`src/rtl/traffic_light_ctrl_if.sv`:
```
// traffic_light_ctrl_if: car sensors in, light states / animation strobe / phase out.
// Preemption signals exist only when EMERGENCY_PREEMPT_EN is defined.
interface traffic_light_ctrl_if;
    logic       wait_ns;
    logic       wait_ew;
    logic       animateClk;
    logic       traffic0_color;
    logic       traffic1_color;
    logic       traffic2_color;
    logic       traffic3_color;
    logic [1:0] phase;
`ifdef EMERGENCY_PREEMPT_EN
    logic       preempt;
    logic       preempt_dir;

    modport master (
        input  wait_ns, wait_ew, preempt, preempt_dir,
        output animateClk, traffic0_color, traffic1_color,
               traffic2_color, traffic3_color, phase
    );
    modport slave (
        output wait_ns, wait_ew, preempt, preempt_dir,
        input  animateClk, traffic0_color, traffic1_color,
               traffic2_color, traffic3_color, phase
    );
`else
    modport master (
        input  wait_ns, wait_ew,
        output animateClk, traffic0_color, traffic1_color,
               traffic2_color, traffic3_color, phase
    );
    modport slave (
        output wait_ns, wait_ew,
        input  animateClk, traffic0_color, traffic1_color,
               traffic2_color, traffic3_color, phase
    );
`endif
endinterface

```
`src/rtl/traffic_light_ctrl.sv`:
```
// traffic_light_ctrl: four-phase intersection FSM on a prescaled tick, with demand-driven
// early green end. Define EMERGENCY_PREEMPT_EN to add emergency-vehicle preemption.
module traffic_light_ctrl #(
    parameter int unsigned TICK_DIV      = 250000,
    parameter int unsigned ALL_RED_TICKS = 100,
    parameter int unsigned MIN_GREEN     = 300,
    parameter int unsigned MAX_GREEN     = 1000
) (
    input  logic                dclk,
    input  logic                clr,
    traffic_light_ctrl_if.master bus
);

    localparam int unsigned PW = (TICK_DIV > 1) ? $clog2(TICK_DIV) : 1;
    localparam logic [PW-1:0] PRE_LAST = PW'(TICK_DIV - 1);
    localparam logic [PW-1:0] PRE_HALF = PW'(TICK_DIV / 2 - 1);
    localparam logic [15:0]   AR_LAST  = 16'(ALL_RED_TICKS - 1);
    localparam logic [15:0]   MIN_LAST = 16'(MIN_GREEN - 1);
    localparam logic [15:0]   MAX_LAST = 16'(MAX_GREEN - 1);

    typedef enum logic [1:0] {
        ALL_RED_NS = 2'd0,
        NS_GREEN   = 2'd1,
        ALL_RED_EW = 2'd2,
        EW_GREEN   = 2'd3
    } state_t;

    logic [PW-1:0] pre;
    logic          tick;
    logic          anim;
    logic [1:0]    ns_sync;
    logic [1:0]    ew_sync;
    logic          wait_ns_s;
    logic          wait_ew_s;
    state_t        state;
    logic [15:0]   timer;
    logic [3:0]    lights;   // {traffic3, traffic2, traffic1, traffic0}

    assign tick = (pre == PRE_LAST);

    always_ff @(posedge dclk or negedge clr) begin
        if (!clr) begin
            pre  <= '0;
            anim <= 1'b0;
        end else begin
            pre <= tick ? '0 : pre + 1'b1;
            if (tick)
                anim <= 1'b1;
            else if (pre == PRE_HALF)
                anim <= 1'b0;
        end
    end

    always_ff @(posedge dclk or negedge clr) begin
        if (!clr) begin
            ns_sync <= '0;
            ew_sync <= '0;
        end else begin
            ns_sync <= {ns_sync[0], bus.wait_ns};
            ew_sync <= {ew_sync[0], bus.wait_ew};
        end
    end

    assign wait_ns_s = ns_sync[1];
    assign wait_ew_s = ew_sync[1];

`ifdef EMERGENCY_PREEMPT_EN
    logic [1:0] pr_sync;
    logic [1:0] pd_sync;
    logic       preempt_s;
    logic       preempt_dir_s;

    always_ff @(posedge dclk or negedge clr) begin
        if (!clr) begin
            pr_sync <= '0;
            pd_sync <= '0;
        end else begin
            pr_sync <= {pr_sync[0], bus.preempt};
            pd_sync <= {pd_sync[0], bus.preempt_dir};
        end
    end

    assign preempt_s     = pr_sync[1];
    assign preempt_dir_s = pd_sync[1];
`endif

    function automatic logic [3:0] lights_of(input state_t s);
        case (s)
            NS_GREEN: return 4'b0101;
            EW_GREEN: return 4'b1010;
            default:  return 4'b0000;
        endcase
    endfunction

    // Lights are decoded from the state being entered so they move on the same edge.
    always_ff @(posedge dclk or negedge clr) begin
        if (!clr) begin
            state  <= ALL_RED_NS;
            timer  <= '0;
            lights <= '0;
        end else if (tick) begin
            case (state)
                ALL_RED_NS: begin
                    if (timer == AR_LAST) begin
                        state  <= NS_GREEN;
                        timer  <= '0;
                        lights <= lights_of(NS_GREEN);
                    end else begin
                        timer <= timer + 16'd1;
                    end
                end
                NS_GREEN: begin
`ifdef EMERGENCY_PREEMPT_EN
                    if (preempt_s && preempt_dir_s) begin
                        state  <= ALL_RED_EW;
                        timer  <= '0;
                        lights <= lights_of(ALL_RED_EW);
                    end else if (preempt_s) begin
                        timer <= timer;
                    end else
`endif
                    if (timer == MAX_LAST ||
                        (timer >= MIN_LAST && wait_ew_s && !wait_ns_s)) begin
                        state  <= ALL_RED_EW;
                        timer  <= '0;
                        lights <= lights_of(ALL_RED_EW);
                    end else begin
                        timer <= timer + 16'd1;
                    end
                end
                ALL_RED_EW: begin
                    if (timer == AR_LAST) begin
                        state  <= EW_GREEN;
                        timer  <= '0;
                        lights <= lights_of(EW_GREEN);
                    end else begin
                        timer <= timer + 16'd1;
                    end
                end
                default: begin
`ifdef EMERGENCY_PREEMPT_EN
                    if (preempt_s && !preempt_dir_s) begin
                        state  <= ALL_RED_NS;
                        timer  <= '0;
                        lights <= lights_of(ALL_RED_NS);
                    end else if (preempt_s) begin
                        timer <= timer;
                    end else
`endif
                    if (timer == MAX_LAST ||
                        (timer >= MIN_LAST && wait_ns_s && !wait_ew_s)) begin
                        state  <= ALL_RED_NS;
                        timer  <= '0;
                        lights <= lights_of(ALL_RED_NS);
                    end else begin
                        timer <= timer + 16'd1;
                    end
                end
            endcase
        end
    end

    assign bus.animateClk     = anim;
    assign bus.traffic0_color = lights[0];
    assign bus.traffic1_color = lights[1];
    assign bus.traffic2_color = lights[2];
    assign bus.traffic3_color = lights[3];
    assign bus.phase          = state;

endmodule
```
`src/flat_wrapper.sv`:
```
// flat-port wrapper written by rule: the top's interface ports become plain ports
module traffic_light_ctrl_flat 
#(
    parameter int unsigned TICK_DIV      = 250000,
    parameter int unsigned ALL_RED_TICKS = 100,
    parameter int unsigned MIN_GREEN     = 300,
    parameter int unsigned MAX_GREEN     = 1000
)
  (dclk, clr, bus_wait_ns, bus_wait_ew, bus_animateClk, bus_traffic0_color, bus_traffic1_color, bus_traffic2_color, bus_traffic3_color, bus_phase);
  traffic_light_ctrl_if bus_i ();
  input  logic dclk;
  input  logic clr;
  input wire logic [$bits(bus_i.wait_ns)-1:0] bus_wait_ns;
  input wire logic [$bits(bus_i.wait_ew)-1:0] bus_wait_ew;
  output wire logic [$bits(bus_i.animateClk)-1:0] bus_animateClk;
  output wire logic [$bits(bus_i.traffic0_color)-1:0] bus_traffic0_color;
  output wire logic [$bits(bus_i.traffic1_color)-1:0] bus_traffic1_color;
  output wire logic [$bits(bus_i.traffic2_color)-1:0] bus_traffic2_color;
  output wire logic [$bits(bus_i.traffic3_color)-1:0] bus_traffic3_color;
  output wire logic [$bits(bus_i.phase)-1:0] bus_phase;
  assign bus_i.wait_ns = bus_wait_ns;
  assign bus_i.wait_ew = bus_wait_ew;
  assign bus_animateClk = bus_i.animateClk;
  assign bus_traffic0_color = bus_i.traffic0_color;
  assign bus_traffic1_color = bus_i.traffic1_color;
  assign bus_traffic2_color = bus_i.traffic2_color;
  assign bus_traffic3_color = bus_i.traffic3_color;
  assign bus_phase = bus_i.phase;
  traffic_light_ctrl #(.TICK_DIV(TICK_DIV), .ALL_RED_TICKS(ALL_RED_TICKS), .MIN_GREEN(MIN_GREEN), .MAX_GREEN(MAX_GREEN)) u_core (.dclk(dclk), .clr(clr), .bus(bus_i));
endmodule
```
`config.mk`:
```
export PLATFORM = sky130hd
export DESIGN_NAME = traffic_light_ctrl_flat
export DESIGN_NICKNAME = d
export VERILOG_FILES = /design/src/rtl/traffic_light_ctrl_if.sv /design/src/rtl/traffic_light_ctrl.sv /design/src/flat_wrapper.sv
export SDC_FILE = /design/constraint.sdc
export NUM_CORES = 1
export LEC_CHECK = 0
export CAP_MARGIN = 30
export CORE_AREA = 2 2 75 77
export CTS_CLUSTER_DIAMETER = 80
export CTS_CLUSTER_SIZE = 10
export DETAILED_ROUTE_END_ITERATION = 8
export DIE_AREA = 0 0 77 79
export GPL_ROUTABILITY_DRIVEN = 0
export SLEW_MARGIN = 5
export SYNTH_ARGS = -nofsm -noshare
export SYNTH_HDL_FRONTEND = slang
export SYNTH_SLANG_ARGS = --single-unit
```
`constraint.sdc`:
```
create_clock -name dclk -period 6.9 [get_ports dclk]
set_input_delay 1.035 -clock dclk [delete_from_list [all_inputs] [get_ports dclk]]
set_output_delay 1.035 -clock dclk [all_outputs]
set_load 0.05 [all_outputs]
```
==> results of run 1 <==
[through the flow]
stage                     util, %  std cells  instance area [sq um]
final                        48.2        313                   2570
after global routing         48.2        313                   2570
after CTS                    47.8        312                   2550
after detailed placement     45.7        304                   2440
after global placement       45.7        304                   2440
after floorplan                 -        230                   2290
[cell families (layout without fill, tap and decap cells)]
group                      after synthesis  count (layout)  synth area share, %
xor gates and xnor gates                15              15                 5.73
and+or+nand+nor                         97              97                 22.8
AOI/OAI and AO/OA                       43              43                 14.7
muxes                                    5               5                 2.46
buffers and inverters                   21              32                 4.04
DFF                                     43              43                 47.0
adders and majority gates                6               6                 3.28
[final timing paths]
check | endpoint | depth (start not counted) | from
worst max-delay path | u_core.timer[0] | 7 | u_core.timer[10]
worst min-delay path | u_core.ew_sync[1] | 0 | u_core.ew_sync[0]
worst max register to register | u_core.timer[0] | 7 | u_core.timer[10]
worst min register to register | u_core.ew_sync[1] | 0 | u_core.ew_sync[0]
max in group asynchronous | u_core.timer[10] | 2 | clr
min in group asynchronous | u_core.lights[1] | 1 | clr
[power breakdown]
| group | total [uW] | switching (uW) | internal, uW |
|---|---|---|---|
| combinational | 7.69 | 5.28 | 2.41 |
| clock | 198 | 89.9 | 108 |
| sequential | 253 | 0.542 | 253 |
| total | 459 | 95.7 | 363 |
[flip-flops by register name (all words and copies together) (netlist names)]
signal / count
u_core.pre: 18
u_core.timer: 16
u_core.bus.phase: 2
u_core.ew_sync: 2
u_core.lights: 2
u_core.ns_sync: 2
u_core.bus.animateClk: 1
[cells in the mapped netlist (2+ instances only)]
library cell,count
nor4bb_1,2
o41ai_1,2
buf_4,3
nand4_1,5
nor3_1,10
nor4_1,5
nor2b_1,3
nand3_1,15
xnor2_1,9
o21ai_0,5
and3_1,4
nand2_1,14
o31ai_1,11
ha_1,6
o211a_1,2
clkbuf_1,5
a22o_1,13
a21o_1,2
mux2_2,5
buf_2,2
or4_1,3
xor2_1,6
and2_1,3
dfrtp_1,43
nor2_1,23
inv_1,11
or3_1,2
[critical path, stage by stage (launching register included)]
cell,delay [ns]
dfrtp_1,0.45
or4_4,0.56
or4b_1,0.55
nor3_1,0.35
o211a_1,0.46
nor3_1,0.22
buf_4,0.23
mux2_2,0.25
[layer usage]
layer,vias to the layer above,GRT usage [%],part of all wire [%]
met5,-,0,0
li1,856,-,-
met2,36,28.6,48
met4,0,5.71,0.95
met3,4,3.30,3.0
met1,837,21.5,48
[cell type report]
cell class / count / area, sq um
well taps: 72 / 90.1
inverters: 11 / 41.3
clock buffers: 5 / 68.8
repair buffers: 13 / 130
clock inverters: 3 / 43.8
fillers: 537 / 2770
flip-flops and latches: 43 / 1080
multi-input cells: 166 / 1120
==> metrics.md, run 1 <==
| Metric | Value |
|---|---|
| Ys Warns | 0 |
| Number of buffers added on ports | 10 |
| CTS clk-pin slew, worst paths | 0.09 ns |
| Final hold vios | 0 |
| RSZ-0062 raised after global routing | no |
| Clk_skew | 0.0105 ns |
| Final min period | 3.16 ns |
| Via density | ~5.5 |
| Max_slew headroom | 54.5% |
| Clock latency on the worst-skew pair | 0.30 ns |
| All-Layer GR Usage | approximately 17% |
| Vias in the first global route | 1,694 |
| Number of remaining DRC errors | 0 |
| Power density over cell area | between 150 and 200 mW/mm^2 |
| WL/cell | roughly 15 um |
| N_diodes | 0 |
| Synthesized area | 0.00229 sq mm |
| First-pass GRT wire length | 8.05 mm |
| Setup TNS Final | 0 ns |
| Die ar. | 0.00608 sq mm |
| Area delta synth->final | 12.3% |
| Final WL | 4.66 mm |
| Critical Path RT | a little over 7 ns |
| Overflow after GRT | 0 |
| Resized cells post-CTS | 0 |
| Pin count of the biggest net entering global routing | 44 |
| HP Class | reg -> reg |
| Outcome | completed |
| VDD IR max | 103 uV |
| Top cells by area, synth | dfrtp_1 (47%), a22o_1 (5.0%), nor2_1 (3.8%) |
| Layout cells sized above 1 | 9.13% |
| CP startpoint kind | flip-flop |
| DR pass1 iterations | 4 |
| Yosys reg bits | 43 |
| Syn_nets | 240 |
| Post-place setup slack | approximately 3.8 ns |
| Die Ht | 79 um |
| Dpl hpwl | 3.18 mm |
| Crit path kind | reg -> reg |
| Syn avg cell area | 9.96 sq um |
| Overall Power | about 460 uW |
| Cells after synthesis | 230 |
| Area leader, netlist | dfrtp_1 |
| Post-synthesis sequential area ratio | 47.0% |
| DRT iter0 DRCs | 104 |
| Slew at the pin closest to its max-slew limit | 0.677 ns |
| CP max FO | 13 |
| Core area | around 0.0053 sq mm |
| Async SR Flop Fraction | between 90% and 100% |
| Synth top area share | 47.0% |
| CTS HTree Levels | 2 |
| Via count | 1,733 |
| DRT antenna net count | 0 |
| Synth unique cells | 43 |
| Initial antenna violation count | 0 |
| FMAX | 316 MHz |
| Num rows | 27 |
| Most frequent cells in the layout | dfrtp_1 (43), nor2_1 (23), nand3_1 (15) |
| Total of max-cap violations | 0 |
| WP data arrival | 3.35 ns |
| Clk buf depth | 2 |
| Fin worst setup slack | 3.74 ns |
| # Post-CTS Setup Buffers | 0 |
| CTS Sinks | 43 |
| CP Capture Type | flip-flop |
| Die width | 77 um |
| Main synth FF type | dfrtp_1 |
| Nets | 250 |
| Commonest non-fill, non-tap cell in the layout | dfrtp_1 |
| Leakage | about 0.0012 uW |
| Pins Over Slew Limit | 0 |
| CTS root buf | clkbuf_8 |
| TritonCTS Buffers | 5 |
| Reg-to-reg slack, setup | ~3.7 ns |
| Starting Density | 42.9% |
| Number of I/O pins | 11 |
| Fin crit share | approximately 46% |
| Hold buffer count at cts | 0 |
| CTS tree | done |
| EDFF count, synth | 0 |
| Final Setup Violations | 0 |
| Worst hold margin | 0.355 ns |
(Power assumes the default switching activity.)
==> run 2: changes to the inputs <==
Clock period 6.9 ns to 2.8 ns, I/O delays scaled along.
==> run 2 against run 1 <==
  * Core utilization rose by 1.3 points
  * Non-clock buffer count rose by 7
  * Clock-buffer cell count did not move
  * Sequential power rose by 150%
  * Critical path type unchanged
  * Critical endpoint unchanged
  * Largest cell class unchanged
  * Highest routed layer unchanged
==> metrics.md, run 2 (synthesis results as in run 1) <==
| Metric | Value |
|---|---|
| Setup TNS Final | 0 ns (unchanged) |
| Die ar. | 0.00608 sq mm (unchanged) |
| Nets | 257 (+2.8%) |
| CTS clk-pin slew, worst paths | 0.09 ns (about the same) |
| Initial antenna violation count | 0 (unchanged) |
| Slew at the pin closest to its max-slew limit | 0.532 ns (-0.144 ns) |
| Final min period | 2.70 ns (-0.460 ns) |
| N_diodes | 0 (unchanged) |
| Pin count of the biggest net entering global routing | 44 (unchanged) |
| CTS root buf | clkbuf_8 |
| Global Route met1 Usage | 21.8% (+0.25 points) |
| Area delta synth->final | 15.4% |
| Overflow after GRT | 0 (unchanged) |
| Reg-to-Reg Start | u_core.timer[11] |
| Leakage | 0.00124 uW (+2.8%) |
| Fin crit share | 96.6% (+51 points) |
| DRT iter0 DRCs | 96 (-7.7%) |
| DRT antenna net count | 0 (unchanged) |
| Dpl hpwl | 3.27 mm (+2.8%) |
| Die Ht | 79 um (unchanged) |
| Layout cells sized above 1 | 12.5% (+3.4 points) |
| CP startpoint | u_core.timer[11] |
| CTS tree | done |
| Resized cells post-CTS | 0 (unchanged) |
| Total of max-cap violations | 0 (unchanged) |
| Pins Over Slew Limit | 0 (unchanged) |
| CP Capture Type | flip-flop |
| Hold buffer count at cts | 0 (unchanged) |
| Max_slew headroom | 64.5% (+10 points) |
| RSZ-0062 raised after global routing | no |
| FMAX | 370 MHz (+17%) |
| Commonest non-fill, non-tap cell in the layout | dfrtp_1 |
| CP startpoint kind | flip-flop |
| Die width | 77 um (unchanged) |
| Critical-path cell list | or4_4, or4b_1, o31ai_2, o211a_1, nor3_1, buf_4, mux2_2 |
| Crit path kind | reg -> reg |
| DR pass1 iterations | 4 (unchanged) |
| GR Util met2 | 28.9% (+0.35 points) |
| TritonCTS Buffers | 5 (unchanged) |
| CTS HTree Levels | 2 (unchanged) |
| Via count | 1,779 (+2.7%) |
| Clock latency on the worst-skew pair | 0.30 ns (about the same) |
| Power density over cell area | 431 mW/mm^2 (+140%) |
| Final Cell Area | 0.00264 sq mm (+2.8%) |
| Top Registers | u_core.pre x18, u_core.timer x16 |
| Slowest-stage cell, CP | or4b_1 |
| Final WL | 4.67 mm (+0.26%) |
| Max reg flops | 18 (unchanged) |
| Vias in the first global route | 1,799 (+6.2%) |
| Crit-path max cell delay | 0.57 ns (about the same) |
| All-Layer GR Usage | 16.9% (+0.16 points) |
| CTS Sinks | 43 (unchanged) |
| Util after Layout | 49.5% (+1.3 points) |
| Number of remaining DRC errors | 0 (unchanged) |
| Clk buf depth | 2 (unchanged) |
| WL/cell | 14.6 um (-1.9%) |
| Via density | 5.56 (+0.41%) |
| Biggest register | u_core.pre |
| Clk_skew | 0.0145 ns (+0.00395 ns) |
| Area post-placement | 0.00249 sq mm (+2.2%) |
| Final Setup Violations | 0 (unchanged) |
| Overall Power | 1140 uW (+150%) |
| Number of buffers added on ports | 10 (unchanged) |
| VDD IR max | 287 uV (+180%) |
| HP Class | in -> async |
| Outcome | completed |
| WP data arrival | 2.88 ns (-0.47 ns) |
| CP bufs+invs | 1 (unchanged) |
| GR peak layer | met2 |
| First-pass GRT wire length | 8.24 mm (+2.3%) |
| Core area | 0.00534 sq mm (unchanged) |
| CP max FO | 12 (-1) |
| Num rows | 27 (unchanged) |
| CP top delay family | simple AND/OR/NAND/NOR gates |
| Met3 Resource Use GR | 3.07% (-0.23 points) |
| Number of I/O pins | 11 (unchanged) |
| Starting Density | 42.9% (unchanged) |
| # Post-CTS Setup Buffers | 0 (unchanged) |
| Critical Path RT | 2.98 ns (-4.10 ns) |
| Final hold vios | 0 (unchanged) |
| Most frequent cells in the layout | dfrtp_1 (43), nor2_1 (23), nand3_1 (15) |
==> run 2: area by class of cell <==
type                       count  area, sq um
clock buffer                   5         68.8
clock inverter                 3         46.3
fill                         549         2690
inverter                      11         41.3
multi-input combinational    166         1140
sequential                    43         1080
tap                           72         90.1
timing repair buffer          20          183
==> run 2: stage by stage <==
step | cells | setup slack, ns | hold slack [ns]
after floorplan | 230 | 0.179 | 0.124
after global placement | 311 | 0.115 | 0.336
after detailed placement | 311 | 0.0770 | 0.342
after CTS | 319 | 0.0672 | 0.286
after global routing | 320 | 0.0151 | 0.00134
final | 320 | 0.0955 | 0.00342
==> run 2: where the power goes <==
group          switching (uW)  internal [uW]
registers                1.42            623
logic                    13.0           5.94
clock network             228            269
total                     242            898
==> run 2: path summary, 6_finish.rpt <==
check / endpoint / slack, ns / cells after the start
min reg2reg: u_core.ew_sync[1] / 0.36 / 0
min in group dclk: u_core.ew_sync[1] / 0.36 / 0
max: u_core.timer[0] / 0.1 / 7
min: u_core.timer[7] / 0.003 / 1
max in group asynchronous: u_core.timer[1] / 2.31 / 2
max reg2reg: u_core.timer[0] / 0.1 / 7
==> run 2: worst register-to-register path: cells and delay by family (launching register included) <==
family	cells	cell delay, ns
AOI/OAI and AO/OA	2	0.53
DFF	1	0.39
muxes	1	0.27
buffers and inverters	1	0.21
and+or+nand+nor	3	1.20
==> run 2: layer usage <==
layer	vias to the layer above	share of wire [%]
met3	6	3.0
li1	873	-
met5	-	0
met4	0	1.5
met2	24	48
met1	876	48
